[src/rtl/univ_shift_reg.sv]
// Universal shift/rotate/load register with a saturating shift counter and drained flag.
// Optional registered parity output is enabled by defining UNIV_SHIFT_REG_PARITY_EN.
module univ_shift_reg #(
    parameter int               WIDTH     = 8,
    parameter logic [WIDTH-1:0] RESET_VAL = '0,
    parameter int               CNT_W     = 4
) (
    input  logic             clk,
    input  logic             rst,
    input  logic             en,
    input  logic [2:0]       mode,
    input  logic [WIDTH-1:0] d,
    input  logic             sin_l,
    input  logic             sin_r,
    output logic [WIDTH-1:0] q,
    output logic             sout,
    output logic [CNT_W-1:0] cnt,
`ifdef UNIV_SHIFT_REG_PARITY_EN
    output logic             parity,
`endif
    output logic             drained
);

    typedef enum logic [2:0] {
        MODE_HOLD = 3'b000,
        MODE_SHL  = 3'b001,
        MODE_SHR  = 3'b010,
        MODE_ROL  = 3'b011,
        MODE_ROR  = 3'b100,
        MODE_LOAD = 3'b101,
        MODE_SET  = 3'b110,
        MODE_CLR  = 3'b111
    } mode_e;

    localparam logic [CNT_W-1:0] CNT_MAX = CNT_W'(WIDTH);

    logic [WIDTH-1:0] q_nxt;
    logic             sout_nxt;
    logic [CNT_W-1:0] cnt_nxt;
    logic             shift_op;

    // NOTE: every combinational output gets a default before the case so no latch is inferred.
    always_comb begin
        q_nxt    = q;
        sout_nxt = sout;
        cnt_nxt  = cnt;
        shift_op = 1'b0;
        if (en) begin
            case (mode_e'(mode))
                MODE_HOLD: ;
                MODE_SHL: begin
                    q_nxt    = {q[WIDTH-2:0], sin_l};
                    sout_nxt = q[WIDTH-1];
                    shift_op = 1'b1;
                end
                MODE_SHR: begin
                    q_nxt    = {sin_r, q[WIDTH-1:1]};
                    sout_nxt = q[0];
                    shift_op = 1'b1;
                end
                MODE_ROL: begin
                    q_nxt    = {q[WIDTH-2:0], q[WIDTH-1]};
                    sout_nxt = q[WIDTH-1];
                    shift_op = 1'b1;
                end
                MODE_ROR: begin
                    q_nxt    = {q[0], q[WIDTH-1:1]};
                    sout_nxt = q[0];
                    shift_op = 1'b1;
                end
                MODE_LOAD: begin
                    q_nxt   = d;
                    cnt_nxt = '0;
                end
                MODE_SET: begin
                    q_nxt   = '1;
                    cnt_nxt = '0;
                end
                MODE_CLR: begin
                    q_nxt    = '0;
                    sout_nxt = 1'b0;
                    cnt_nxt  = '0;
                end
                default: ;
            endcase
            // Counter saturates at WIDTH; the shift itself still happens.
            if (shift_op && (cnt < CNT_MAX))
                cnt_nxt = cnt + 1'b1;
        end
    end

    // NOTE: sequential state uses non-blocking assignments so all registers sample the same edge.
    always_ff @(posedge clk) begin
        if (rst) begin
            q       <= RESET_VAL;
            sout    <= 1'b0;
            cnt     <= '0;
            drained <= 1'b0;
`ifdef UNIV_SHIFT_REG_PARITY_EN
            parity  <= ^RESET_VAL;
`endif
        end else begin
            q       <= q_nxt;
            sout    <= sout_nxt;
            cnt     <= cnt_nxt;
            drained <= (cnt_nxt == CNT_MAX);
`ifdef UNIV_SHIFT_REG_PARITY_EN
            parity  <= ^q_nxt;
`endif
        end
    end

endmodule

[config.mk]
export PLATFORM = sky130hd
export DESIGN_NAME = univ_shift_reg
export DESIGN_NICKNAME = d
export VERILOG_FILES = /design/src/rtl/univ_shift_reg.sv
export SDC_FILE = /design/constraint.sdc
export NUM_CORES = 1
export LEC_CHECK = 0
export CORE_UTILIZATION = 27
export DETAILED_ROUTE_END_ITERATION = 16
export REMOVE_ABC_BUFFERS = 1
export SYNTH_ARGS = -nofsm -noshare
export SYNTH_HDL_FRONTEND = slang
export SYNTH_SLANG_ARGS = --single-unit
export TNS_END_PERCENT = 20
[constraint.sdc]
create_clock -name clk -period 1.75 [get_ports clk]
set_clock_uncertainty 0.05 [all_clocks]
set_input_delay 0.35 -clock clk [delete_from_list [all_inputs] [get_ports clk]]
set_output_delay 0.35 -clock clk [all_outputs]
set_load 0.03 [all_outputs]
# Word level (Yosys, flattened, before mapping)
# Cells that the tools add are included.
[totals]
ff_bits = 14
output_inout_bits = 14
input_bits = 16
wordCells = 30
[op_classes]
n_mux = 7
eq_ne = 8
reduce_logical = 9
n_addsub = 1
magnitude_cmp = 1
[op_table]
columns = ["cell", "n"]
rows = [
  ["8-bit one-hot mux with 7 select lines", 1],
  ["3-bit == test (second input constant)", 4],
  ["4-bit two-way mux", 3],
  ["7-bit nonzero test", 1],
  ["3-bit by 2-bit == test with 1-bit output (second input constant)", 2],
  ["4-bit by 1-bit adder with 4-bit output (second input constant)", 1],
  ["4-bit == test (second input constant)", 1],
  ["4-bit less-than comparator (second input constant)", 1],
  ["2-bit AND reduction", 2],
  ["2-bit OR reduction", 2],
  ["4-bit OR reduction", 1],
  ["3-bit by 1-bit == test with 1-bit output (second input constant)", 1],
  ["1-bit one-hot mux with 3 select lines", 1],
  ["3-bit nonzero test", 1],
  ["3-bit OR reduction", 1],
  ["1-bit two-way mux", 2],
  ["1-bit logical AND", 1],
]

# Depth between registers and ports, before layout
# Gate-level depths: netlist of run 1.
[logic_depth]
word_depth = 8
mapped_depth = 6
mapped_depth_nobuf = 5

# Worst setup path after synthesis of run 1
# OpenSTA, ideal clock, no wires.
[synth_timing]
kind = "register to register"
startpoint = "register cnt[0]"
endpoint = "register cnt[2]"
path_buffers = 0
arrival_time_ns = 1.422
stages_incl_launch_ff = 5
required_time_ns = 1.614
slack_ns = 0.192
setup_time_ns = 0.086
cell_sequence = "dfxtp_1 ha_1 and3_1 maj3_1 a211oi_1"
[synth_via]
elab_chain_len = 4
[synth_rtl]
columns = ["element", "line_no", "rtl"]
rows = [
  ["start, declared", "17", "output logic [CNT_W-1:0] cnt,"],
  ["start signal, assigned", "105", "cnt <= cnt_nxt;"],
  ["4-bit less-than comparator", "87", "if (shift_op && (cnt < CNT_MAX))"],
  ["1-bit logical AND", "87", ""],
  ["4-bit two-way mux *", "87", ""],
  ["4-bit two-way mux *", "48", "if (en) begin"],
]
# Mark *: on every way between the ends. The rest lies on a longest branch, timed or not.
# A chain may end at the register's enable or synchronous reset.

# Worst setup path after layout of run 1
[layout_timing]
startpoint = "register q[7]"
endpoint = "output q[7]"
[layout_lines]
columns = ["element", "line_no", "rtl"]
rows = [
  ["start, declared", "15", "output logic [WIDTH-1:0] q,"],
  ["start signal, assigned", "103", "q <= q_nxt;"],
]
# No word-level cell between the ends.

==> summary.md, run 1 <==
| Metric | Value |
|---|---|
| Most used DFF post-synth | dfxtp_1 |
| Initial antenna violation count | 0 |
| Worst-margin pin slew | 0.323 ns |
| Async S/R FF share, synth | 0 |
| Clock sink count | 14 |
| Min Hold Slack | 0.487 ns |
| Die area | 0.00365 mm² |
| Fillers | 330 |
| Initial DRC count | 53 |
| DR WL/cell | 13.0 µm |
| Port Buffer Count | 29 |
| GPL Wtd Cong | 0.802 |
| Ant. Diodes | 0 |
| Floorplan core area | 0.00315 mm² |
| CTS Hold Bufs | 0 |
| Worst hold-check path type | flip-flop to flip-flop |
| WP buf/inv | 1 |
| Crit path max fanout | 2 |
| Post-synth EDFFs | 0 |
| Final min period | 1.69 ns |
| Setup crit start | q[7] |
| Syn avg cell area | 7.95 µm² |
| R2r startpoint | cnt[0] |
| Tot Pwr | 897 µW |
| Max VDD drop | 0.460 mV |
| Most frequent cells in the layout | 20 x buf_4, 14 x nor2_1, 14 x dfxtp_1, 14 x clkdlybuf4s50_1, 11 x dlygate4sd2_1 |
| Congestion Overflow GR | 0 |
| CTS buffer count | 3 |
| Status | finished clean |
| Die X | 60.4 µm |
| Row count | 20 |
| Synth Area in Adders | 0.0461 |
| Final Cycle Share | 0.963 |
| Post-route setup slack | 0.0641 ns |
| Vias in the first global route | 992 |
| Critical path startpoint category | flip-flop |
| Post-synthesis compound-gate area fraction | 0.278 |
| F_max | 0.593 GHz |
| YS warnings | 0 |
| Setup CP Type | flip-flop to output port |
| Largest family of logic cells by synthesized area | compound AO/OA/AOI/OAI gates |
| Cell variety after synth | 36 |
| Die Y | 60.4 µm |
| Final setup viols | 0 |
| PD cells | 622 mW/mm² |
| Pre-CTS WS | -0.306 ns |
| Final cell count without fillers | 206 |
| Clock buffer depth | 2 |
| # Max-Cap Violations | 0 |
| Clock Latency Late Sink | 0.28 ns |
| Netlist Area Pre-Place | 922 µm² |
| H-tree depth | 1 |
| Final Hold Viols | 0 |
| Max-slew violation count | 0 |
| CP required | 1.35 ns |
| Seq/Total Area, Yosys | 0.304 |
| Drc violations | 0 |
| Slew margin rel. | 0.779 |
| Crit. End Element | output port |
| Nets@finish | 180 |
| HP Start | q[2] |
| Synth Register Bits | 14 |
| Layout cell share with drive strength beyond 1 | 0.185 |
| Pin count of the biggest net entering global routing | 17 |
| Vias per inst | 4.95 |
| Synthesized instance count | 116 |
| Max incr delay on CP | 0.67 ns |
| Reg2reg setup slack | 0.20 ns |
| RSZ-0062 raised after global routing | false |
| Placed Cells incl. Taps | 202 |
| Worst EP arrival | 1.29 ns |
| Area Growth Syn to Fin | 56.3% |
| Post-CTS Setup Inserts | 0 |
| Worst-path clk slew | 0.09 ns |
| Pleak | 0.000666 µW |
| Antenna-violating nets left | 0 |
| Post-DP HPWL | 2070 µm |
| CTS root buffer | clkbuf_4 |
| Layout Utilization | 0.457 |
| First-pass iteration count of the detailed router | 4 |
| Routed wire length | 2680 µm |
| Critical path's slowest cell | clkdlybuf4s50_1 |
| Commonest non-fill, non-tap cell in the layout | buf_4 |
| DR vias | 1019 |
| Synth Area in XOR/XNOR | 0.0271 |
| Simple-gate share of the synthesized area | 0.270 |
| Initial Utilization | 0.292 |
| I/O Pins | 30 |
| Global-route wire length before repair | 4430 µm |
| GRT Total Usage | 0.161 |
| CP Cell Sequence | clkdlybuf4s50_1 |
| Post-synthesis mux area share | 0.0231 |
| PostCTS Resize Cnt | 12 |
| CP top delay family | buffers and inverters |
| TritonCTS clock tree | done |
[report_power, final]
| group | switching (µW) | internal, µW |
|---|---|---|
| sequential | 19.1 | 338 |
| combinational | 152 | 152 |
| clock | 109 | 127 |
[final cells by class]
class	count	area (µm²)	share of cell area
multi-input combinational	92	606	0.420
timing repair buffer	50	457	0.317
sequential	14	280	0.194
tap	44	55.1	0.0382
clock buffer	4	36.3	0.0252
inverter	2	7.51	0.00521
[kinds of logic after synthesis]
family	count (synthesis)
xor+xnor	2
compound gates	36
flops	14
simple gates	48
fa+ha+maj	4
buf+inv	10
mux	2
[stage by stage]
step	cell area [µm²]	TNS, ns
3_3_place_gp	1400	-3.00
2_1_floorplan	882	0
4_1_cts	1430	0
3_5_place_dp	1400	-3.32
6_report	1440	0
5_1_grt	1440	0
[state kept, by name, summed over array words and instances, names as in the netlist]
register  flops
q             8
cnt           4
drained       1
sout          1
[worst min-delay path: stages, from the launching register on]
cell	delay, ns
dfxtp_1	0.34
nor2_1	0.10
a211oi_1	0.05
[path summary, 6_finish.rpt]
path,to,cells past startpoint
max,q[7],1
min,q[2],2
max reg2reg,cnt[1],5
min reg2reg,q[2],2
[Yosys cell counts (2+ instances only)]
cell,instances,share of area
dfxtp_1,14,0.30
nor2_1,14,0.057
nor2b_1,10,0.068
a211oi_1,9,0.073
a21oi_1,9,0.049
nor3_1,8,0.043
a21o_1,6,0.049
nand2_1,6,0.024
clkbuf_1,5,0.020
maj3_1,3,0.033
a31oi_1,2,0.014
a41oi_1,2,0.019
buf_2,2,0.011
inv_1,2,0.0081
nand2b_1,2,0.014
or3_1,2,0.014
[metal layers]
metal	wire length, µm	track usage
met1	1280	0.220
met5	0	0
met4	0	0.0130
met2	1270	0.261
met3	129	0.0512
Note: power is estimated with default switching activity, not from simulation.
==> inputs of run 2 (changes only) <==
Settings changed: CORE_UTILIZATION 27 to 48, CTS_CLUSTER_SIZE from default to 14, PLACE_DENSITY from default to 0.83.
Clock period 1.75 ns to 2.1 ns, I/O delays scaled along.
==> run 2 against run 1 <==
Effect of this change: sequential power fell by 16%; count of clock-buffer cells in the layout did not move; core utilization rose by 34 points; largest cell class unchanged; combinational power fell by 16%; global-route usage rose by 11 points.
==> summary.md, run 2 (synthesis gave the netlist of run 1 again) <==
| Metric | Value |
|---|---|
| Status | finished clean |
| Final setup viols | 0 (unchanged) |
| Antenna-violating nets left | 0 (unchanged) |
| R2R cell count | 5 (unchanged) |
| Final Hold Viols | 0 (unchanged) |
| Pin count of the biggest net entering global routing | 19 (+2) |
| Post-CTS Setup Inserts | 0 (unchanged) |
| Setup CP Type | flip-flop to output port |
| Multi-input logic area | 594 µm² (-1.9%) |
| Max VDD drop | 0.397 mV (-14%) |
| Clock buffer depth | 2 (unchanged) |
| DR WL/cell | 14.1 µm (+8.0%) |
| CTS Hold Bufs | 0 (unchanged) |
| R2R Path End | cnt[1] |
| RSZ-0062 raised after global routing | false |
| CP Depth | 1 (unchanged) |
| Port Buffer Count | 29 (unchanged) |
| CTS buffer count | 3 (unchanged) |
| F_max | 0.518 GHz |
| First-pass iteration count of the detailed router | 4 (unchanged) |
| Slew margin rel. | 0.740 (-0.0396) |
| Final Cycle Share | 0.920 |
| Placed Cells incl. Taps | 183 (-9.4%) |
| Psw | 236 µW (-16%) |
| PD cells | 540 mW/mm² (-13%) |
| Nets@finish | 180 (unchanged) |
| Initial DRC count | 9 (-83%) |
| Congestion Overflow GR | 0 (unchanged) |
| Worst-margin pin slew | 0.381 ns (+0.0579 ns) |
| Crit. End Element | output port |
| Reg2reg setup slack | 0.54 ns (+0.34 ns) |
| Max-slew violation count | 0 (unchanged) |
| Combinational group share of total power | 0.338 (about the same) |
| Largest registers | q: 8 flops, cnt: 4 flops |
| Switching Share | 0.313 (+0.000707) |
| CP Cell Sequence | clkdlybuf4s50_1 |
| Layout cell share with drive strength beyond 1 | 0.185 (unchanged) |
| Global-route wire length before repair | 4080 µm (-7.9%) |
| Routed wire length | 2630 µm (-2.0%) |
| P_int | 519 µW (-16%) |
| Clock Latency Late Sink | 0.28 ns (about the same) |
| Row count | 15 (-25%) |
| Fillers | 143 (-57%) |
| Clock power share | 0.265 (+0.002) |
| Commonest non-fill, non-tap cell in the layout | clkdlybuf4s50_1 |
| Placement Cell Area | 0.00136 mm² (-2.6%) |
| CP required | 1.63 ns (+0.28 ns) |
| Vias in the first global route | 911 (-8.2%) |
| Grt peak-use layer | met2 |
| Final cell count without fillers | 187 (-9.2%) |
| Initial antenna violation count | 0 (unchanged) |
| Area Growth Syn to Fin | 51.6% |
| Setup TNS | 0 ns (unchanged) |
| Crit path max fanout | 6 (+4) |
| DR vias | 1041 (+2.2%) |
| CP top delay family | buffers and inverters |
| PostCTS Resize Cnt | 0 (-12) |
| Worst EP arrival | 1.46 ns (+0.17 ns) |
| Drc violations | 0 (unchanged) |
| Post-DP HPWL | 2050 µm (-1.3%) |
| H-tree depth | 1 (unchanged) |
| FF+latch area | 280 µm² (unchanged) |
| Setup crit start | q[7] |
| Die area | 0.00210 mm² (-43%) |
| Ant. Diodes | 0 (unchanged) |
| Most frequent cells in the layout | 29 x clkdlybuf4s50_1, 21 x buf_4, 14 x nor2_1, 14 x dfxtp_1, 10 x nor2b_1 |
| GRT Total Usage | 0.272 (+0.111) |
| Max incr delay on CP | 0.72 ns (+0.05 ns) |
| Die Y | 45.8 µm (-24%) |
| Clock sink count | 14 (unchanged) |
| Worst-path clk slew | 0.09 ns (about the same) |
| Critical path's slowest cell | clkdlybuf4s50_1 |
| Grt met1 use | 0.344 (+0.125) |
| GPL Wtd Cong | 0.823 (+2.6%) |
| Floorplan core area | 0.00176 mm² (-44%) |
| Most flops, register | q |
| TritonCTS clock tree | done |
| Worst hold-check path type | flip-flop to flip-flop |
| GR Util met2 | 0.469 (+0.208) |
| Final min period | 1.93 ns |
| Part of the power in registers | 0.397 (-0.002) |
| R2r startpoint | cnt[0] |
| WP buf/inv | 1 (unchanged) |
| Critical path startpoint category | flip-flop |
| Initial Utilization | 0.523 (+0.230) |
| Pleak | 0.000569 µW (-15%) |
| Finished Cell Area | 0.00140 mm² (-3.0%) |
| Crit path capture | q[7] |
| Die X | 45.8 µm (-24%) |
| Vias per inst | 5.57 (+13%) |
| Largest register FFs | 8 (unchanged) |
| Met3 usage | 0.0397 (-0.0115) |
| # Max-Cap Violations | 0 (unchanged) |
| CTS root buffer | clkbuf_4 |
| I/O Pins | 30 (unchanged) |
## run 2: changes by cell type in the layout (fill, tap and decap cells not counted), sizes merged
cell | previous run | this run
dlygate4sd2 | 11 | 0
dlymetal6s2s | 4 | 0
clkdlybuf4s50 | 14 | 29
## run 2: final cells by class
cell class | instances | area share
inverter | 2 | 0.00537
sequential | 14 | 0.201
clock buffer | 4 | 0.0260
tap | 25 | 0.0224
timing repair buffer | 50 | 0.321
multi-input combinational | 92 | 0.425
## run 2: power by group through the flow
| stage | Sequential [µW] | Combinational (µW) | Clock (µW) |
|---|---|---|---|
| finish | 300 | 255 | 200 |
| global route | 302 | 273 | 214 |
| CTS | 300 | 254 | 205 |
| detailed placement | 306 | 252 | 0 |
| global placement | 304 | 247 | 0 |
| floorplan | 334 | 87.4 | 0 |
## run 2: worst min path at each step
| stage | startpoint | endpoint | cells after the start |
|---|---|---|---|
| after floorplan | rst | q[0] | 1 |
| after global placement | q[0] | q[0] | 2 |
| after detailed placement | q[0] | q[0] | 2 |
| after CTS | q[0] | q[0] | 2 |
| after global routing | q[2] | q[2] | 2 |
| final | q[0] | q[0] | 2 |
## run 2: metrics by stage
step / worst slack [ns] / utilization / hold WS (ns) / power (µW)
floorplan: 0.542 / - / 0.439 / 422
global placement: -0.0311 / 0.772 / 0.455 / 551
detailed placement: -0.0509 / 0.772 / 0.456 / 558
CTS: 0.177 / 0.792 / 0.476 / 759
global route: 0.124 / 0.792 / 0.503 / 790
finish: 0.168 / 0.792 / 0.474 / 755
## run 2: layer usage
metal,vias to the layer above,share of wire
li1,514,-
met1,492,0.47
met2,29,0.48
met3,6,0.031
met4,0,0.018
met5,-,0
